## src/rtl/layernorm_mean_var_pkg.sv

```systemverilog
// Shared constants, FSM encoding and accumulator sizing for the LayerNorm
// statistics datapath.
package layernorm_pkg;

    localparam int FRAC_BITS_IN    = 10;
    localparam int FRAC_BITS_RAD   = 20;
    localparam int FRAC_BITS_OUT   = 10;
    localparam int EPSILON_DEFAULT = 11;

    typedef enum logic [1:0] {
        ST_ACCUM = 2'd0,
        ST_MEAN  = 2'd1,
        ST_VAR   = 2'd2,
        ST_EMIT  = 2'd3
    } ln_state_e;

    function automatic int sum_width(input int data_w, input int log2_len);
        return data_w + log2_len;
    endfunction

    function automatic int sumsq_width(input int data_w, input int log2_len);
        return 2 * data_w + log2_len;
    endfunction

endpackage

```

## src/rtl/ln_square_accum.sv

```systemverilog
// Signed squarer feeding the running sum and sum-of-squares registers.
// Both accumulators are sized so a full vector of full-scale samples cannot wrap.
module ln_square_accum
    import layernorm_pkg::*;
#(
    parameter int DATA_WIDTH = 16,
    parameter int LOG2_LEN   = 6,
    localparam int SUM_W     = sum_width(DATA_WIDTH, LOG2_LEN),
    localparam int SUMSQ_W   = sumsq_width(DATA_WIDTH, LOG2_LEN)
) (
    input  logic                         clk,
    input  logic                         rst_n,
    input  logic                         clr,
    input  logic                         en,
    input  logic signed [DATA_WIDTH-1:0] in_data,
    output logic signed [SUM_W-1:0]      sum,
    output logic        [SUMSQ_W-1:0]    sumsq
);

    localparam int SQ_W = 2 * DATA_WIDTH;

    logic signed [SQ_W-1:0] data_ext_p0;
    logic signed [SQ_W-1:0] sq_p0;

    assign data_ext_p0 = SQ_W'(in_data);
    assign sq_p0       = data_ext_p0 * data_ext_p0;

    // stage p0 -> accumulators; a square is never negative, so zero-extend it
    always_ff @(posedge clk) begin
        if (!rst_n || clr) begin
            sum   <= '0;
            sumsq <= '0;
        end else if (en) begin
            sum   <= sum + SUM_W'(in_data);
            sumsq <= sumsq + SUMSQ_W'($unsigned(sq_p0));
        end
    end

endmodule

```

## src/rtl/layernorm_mean_var.sv

```systemverilog
// Streaming mean / variance+epsilon stage for LayerNorm. Emits the Q5.10 mean
// and a saturated Q4.20 radicand with a one-cycle valid pulse per vector.
module layernorm_mean_var #(
    parameter int DATA_WIDTH     = 16,
    parameter int FRAC_BITS_IN   = layernorm_pkg::FRAC_BITS_IN,
    parameter int VECTOR_LEN     = 64,
    parameter int LOG2_LEN       = 6,
    parameter int RADICAND_WIDTH = 24,
    parameter int EPSILON        = layernorm_pkg::EPSILON_DEFAULT
) (
    input  logic                             clk,
    input  logic                             rst_n,
    input  logic signed [DATA_WIDTH-1:0]     in_data,
    input  logic                             in_valid,
    output logic                             in_ready,
    output logic signed [DATA_WIDTH-1:0]     mean_out,
    output logic        [RADICAND_WIDTH-1:0] radicand_out,
    output logic                             valid_out
);

    import layernorm_pkg::*;

    localparam int SUM_W   = sum_width(DATA_WIDTH, LOG2_LEN);
    localparam int SUMSQ_W = sumsq_width(DATA_WIDTH, LOG2_LEN);
    localparam int EX2_W   = SUMSQ_W - LOG2_LEN;
    localparam int DIFF_W  = EX2_W + 2;
    localparam logic signed [DIFF_W-1:0] RAD_LIMIT = DIFF_W'(1) << RADICAND_WIDTH;

    ln_state_e state, state_nxt;

    logic [LOG2_LEN-1:0]        cnt;
    logic                       xfer;
    logic                       last_xfer;
    logic signed [SUM_W-1:0]    sum;
    logic [SUMSQ_W-1:0]         sumsq;

    logic signed [DATA_WIDTH-1:0] mean_p1;
    logic [EX2_W-1:0]             ex2_p1;
    logic signed [EX2_W-1:0]      mean_ext_p1;
    logic signed [EX2_W-1:0]      msq_p1;
    logic signed [DIFF_W-1:0]     diff_p1;

    // Negative differences come from truncation in the two shifts; clamp them,
    // add epsilon, then pin anything beyond the radicand range to all ones.
    function automatic logic [RADICAND_WIDTH-1:0] sat_radicand(
        input logic signed [DIFF_W-1:0] d
    );
        logic signed [DIFF_W-1:0] r;
        r = (d < 0) ? '0 : d;
        r = r + DIFF_W'(EPSILON);
        if (r >= RAD_LIMIT)
            return '1;
        return RADICAND_WIDTH'(r);
    endfunction

    assign in_ready  = rst_n && (state == ST_ACCUM);
    assign xfer      = in_valid && in_ready;
    assign last_xfer = xfer && (cnt == LOG2_LEN'(VECTOR_LEN - 1));

    ln_square_accum #(
        .DATA_WIDTH (DATA_WIDTH),
        .LOG2_LEN   (LOG2_LEN)
    ) u_accum (
        .clk     (clk),
        .rst_n   (rst_n),
        .clr     (state == ST_EMIT),
        .en      (xfer),
        .in_data (in_data),
        .sum     (sum),
        .sumsq   (sumsq)
    );

    always_ff @(posedge clk) begin
        if (!rst_n) begin
            state <= ST_ACCUM;
        end else begin
            state <= state_nxt;
        end
    end

    always_comb begin
        state_nxt = state;
        case (state)
            ST_ACCUM: if (last_xfer) state_nxt = ST_MEAN;
            ST_MEAN:  state_nxt = ST_VAR;
            ST_VAR:   state_nxt = ST_EMIT;
            ST_EMIT:  state_nxt = ST_ACCUM;
            default:  state_nxt = ST_ACCUM;
        endcase
    end

    always_ff @(posedge clk) begin
        if (!rst_n || state == ST_EMIT) begin
            cnt <= '0;
        end else if (xfer) begin
            cnt <= cnt + 1'b1;
        end
    end

    // stage p1: divide by the vector length with shifts
    always_ff @(posedge clk) begin
        if (state == ST_MEAN) begin
            mean_p1 <= DATA_WIDTH'(sum >>> LOG2_LEN);
            ex2_p1  <= EX2_W'(sumsq >> LOG2_LEN);
        end
    end

    assign mean_ext_p1 = EX2_W'(mean_p1);
    assign msq_p1      = mean_ext_p1 * mean_ext_p1;
    assign diff_p1     = $signed({2'b00, ex2_p1}) - $signed({2'b00, msq_p1});

    // stage p2: registered results, held until the next vector completes
    always_ff @(posedge clk) begin
        if (!rst_n) begin
            mean_out     <= '0;
            radicand_out <= '0;
            valid_out    <= 1'b0;
        end else begin
            valid_out <= (state == ST_VAR);
            if (state == ST_VAR) begin
                mean_out     <= mean_p1;
                radicand_out <= sat_radicand(diff_p1);
            end
        end
    end

endmodule
```

## config.mk

```make
export PLATFORM = sky130hd
export DESIGN_NAME = layernorm_mean_var
export DESIGN_NICKNAME = d
export VERILOG_FILES = /design/src/rtl/layernorm_mean_var_pkg.sv /design/src/rtl/ln_square_accum.sv /design/src/rtl/layernorm_mean_var.sv
export SDC_FILE = /design/constraint.sdc
export NUM_CORES = 2
export LEC_CHECK = 0
export ABC_CLOCK_PERIOD_IN_PS = 15500
export CAP_MARGIN = 20
export CORE_MARGIN = 1.5
export CORE_UTILIZATION = 50
export DETAILED_ROUTE_END_ITERATION = 10
export PLACE_DENSITY_LB_ADDON = 0.05
export SKIP_CTS_REPAIR_TIMING = 1
export SYNTH_ARGS = -nofsm -noshare
export SYNTH_HDL_FRONTEND = slang
export SYNTH_SLANG_ARGS = --single-unit
```

## constraint.sdc

```tcl
create_clock -name clk -period 15.5 [get_ports clk]
set_input_delay 1.55 -clock clk [delete_from_list [all_inputs] [get_ports clk]]
set_output_delay 1.55 -clock clk [all_outputs]
set_load 0.1 [all_outputs]
```

==> metrics <==
Pins Over Slew Limit 0; Synth Flop Type dfxtp_1; Post-synth ARST share 0; total track usage 0.245; Final Hold Fails 0; # port buffers 60; most used cell, CP inv_1; Seq/Total Area, Yosys 0.129; Clock Latency Late Sink between 0.4 and 0.5 ns; std cell rows 86; status finished clean; DRC 0; Crit path largest cell delay about 0.95 ns; drt wl/cell 17.1 um; Reg2Reg Depth 43; vias around 21000; Max Freq around 0.084 GHz; fin crit share 0.767; worst reg2reg path startpoint mean_p1[6]$_DFFE_PN_; clock-pin slew of the registers on the worst-case setup and hold paths roughly 0.070 ns; critical path peak fanout 27; Die W approximately 240 um; Worst Setup End Kind flip-flop; Worst setup SP type flip-flop; syn_nets 3916; Worst Path Arrival between 10 and 15 ns; Overflow after GRT 0; first-pass GRT wire length about 110000 um; antenna cells 0; initial antenna violation count 0; CTS sink cnt approximately 160; EDFF count, synth 48; vias per inst approximately 5.3; HP Class flip-flop to flip-flop; Critical Path RT 15.82 ns; DRT Pass-1 Iters 5; Fin Setup TNS 0 ns; CTS tree built; Root Buffer clkbuf_16; Core Footprint roughly 55000 sq um; crit path kind flip-flop to flip-flop; Post-layout nets slightly below 4000; worst r2r dst radicand_out[3]$_SDFFE_PN0P_; flop-to-flop setup slack ~3.6 ns; synth warn 0; Die Y approximately 240 um; min-delay src u_accum.sum[21]$_SDFFE_PP0P_; H-tree depth 4; Starting Density 0.508; Synth Instances ~3200; Syn Area/Cell 8.90 sq um; Worst slew margin 0.279; antenna viol nets, final 0; die footprint about 58000 sq um; P&R area growth vs syn 6.61%; Synth cell types 77; Hold Path Depth 0; final clock skew approximately 0.022 ns; initial DRC count 917; hold path endpoint mean_p1[15]$_DFFE_PN_; setup violators final 0; Netlist Area Pre-Place around 28000 sq um; I/O pins 61; worst-margin pin slew ~1.1 ns; Clock Path Buffers 2; vias in the first global route approximately 22000; hpwl dp about 56000 um; RSZ-0062 raised after global routing false; RePlAce Congestion 0.897; routed wire length around 67000 um; slowest cell on the critical path edfxtp_1; Num CTS Buffers 17; MaxCap Viol Count 0; layout cell share with drive strength beyond 1 0.0343; Yosys reg bits approximately 160; pin count of the biggest net entering global routing between 60 and 70; Final min period approximately 12 ns
-- final cells by class --
cell class / instances / area (sq um)
inverter: 658 / 2470
sequential: 157 / 3620
clock inverter: 15 / 129
multi-input combinational: 2249 / 21600
timing repair buffer: 79 / 743
clock buffer: 17 / 425
tap: 748 / 936
fill: 5222 / 25400
-- registers in the layout, indices dropped and copies added, names as in the netlist --
signal / cells
cnt: 6
ex2_p1: 32
mean_out: 16
mean_p1: 16
radicand_out: 24
state: 2
u_accum.sum: 22
u_accum.sumsq: 38
valid_out: 1
-- synthesized netlist by cell type (30+ instances only) --
library cell	instances	share of area
inv_1	656	0.088
fa_1	478	0.34
nand2_1	317	0.042
ha_1	263	0.12
a21oi_1	161	0.029
nor2_1	151	0.020
xnor2_1	112	0.035
dfxtp_1	109	0.078
o21ai_0	107	0.019
and2_1	98	0.022
clkbuf_1	80	0.011
nand3_1	59	0.011
xor2_1	50	0.016
edfxtp_1	48	0.051
a21o_1	47	0.013
nor3_1	46	0.0082
nor2b_1	36	0.0080
nand2b_1	30	0.0067
-- cell families after synthesis --
group           share of synthesized area
compound gates                      0.110
simple gates                        0.143
buf+inv                             0.102
xor+xnor                           0.0505
fa+ha+maj                           0.458
mux                               0.00864
flops                               0.129
-- worst max path at each step --
stage / start / end / slack (ns) / cells after the start
2_1_floorplan: mean_p1[1]$_DFFE_PN_ / radicand_out[10]$_SDFFE_PN0P_ / 5.05 / 47
3_3_place_gp: mean_p1[6]$_DFFE_PN_ / radicand_out[3]$_SDFFE_PN0P_ / 4.05 / 41
3_5_place_dp: mean_p1[6]$_DFFE_PN_ / radicand_out[3]$_SDFFE_PN0P_ / 3.63 / 43
4_1_cts: mean_p1[6]$_DFFE_PN_ / radicand_out[3]$_SDFFE_PN0P_ / 3.62 / 43
5_1_grt: mean_p1[15]$_DFFE_PN_ / radicand_out[3]$_SDFFE_PN0P_ / 2.63 / 40
6_report: mean_p1[6]$_DFFE_PN_ / radicand_out[3]$_SDFFE_PN0P_ / 3.61 / 43
-- routing by layer --
layer,GRT usage,wire length [um]
met2,0.437,34500
met5,0,0
met3,0.0217,1850
met4,0.0475,847
met1,0.324,30000
-- layout by cell type (no fill, tap or decap), types with 7 or more instances in the layout --
master           instances
a21o_1                  47
xor2_1                  50
or3_1                   17
nand2_1                316
mux2i_1                 22
nor2b_1                 36
a21boi_0                 7
clkdlybuf4s50_1         60
nor2_1                 151
or2_2                   17
nand4_1                 11
nand2b_1                29
nand3_1                 59
nor3_1                  46
o21a_1                  19
a21oi_2                 20
buf_4                   19
ha_1                   261
inv_6                    7
xnor2_1                112
clkbuf_16               17
and2_1                  98
and3_1                  26
o21ai_0                107
a31oi_1                 16
a21oi_1                161
dfxtp_1                109
edfxtp_1                48
a211oi_1                14
fa_1                   478
inv_1                  656
o21bai_1                18
o211ai_1                12
-- critical path, delay by kind of cell, from the launching register on --
family / cells / cell delay (ns)
xor+xnor: 1 / 0.09
flops: 1 / 0.95
compound gates: 13 / 3.33
fa+ha+maj: 9 / 3.55
simple gates: 14 / 3.45
buf+inv: 6 / 0.35
-- per-stage QoR --
step | setup slack, ns | hold WS [ns] | cells | instance area (sq um) | utilization
final | 3.61 | 0.439 | 3923 | 29900 | 0.541
after global routing | 2.63 | 0.459 | 3923 | 29900 | 0.541
after CTS | 3.62 | 0.443 | 3923 | 29900 | 0.541
after detailed placement | 3.63 | 0.425 | 3891 | 29400 | 0.531
after global placement | 4.05 | 0.415 | 3891 | 29400 | 0.531
after floorplan | 5.05 | 0.408 | 3156 | 28100 | -
Power is not shown: default switching activity piles up to over one toggle a cycle in this logic, so the estimate is an artifact.
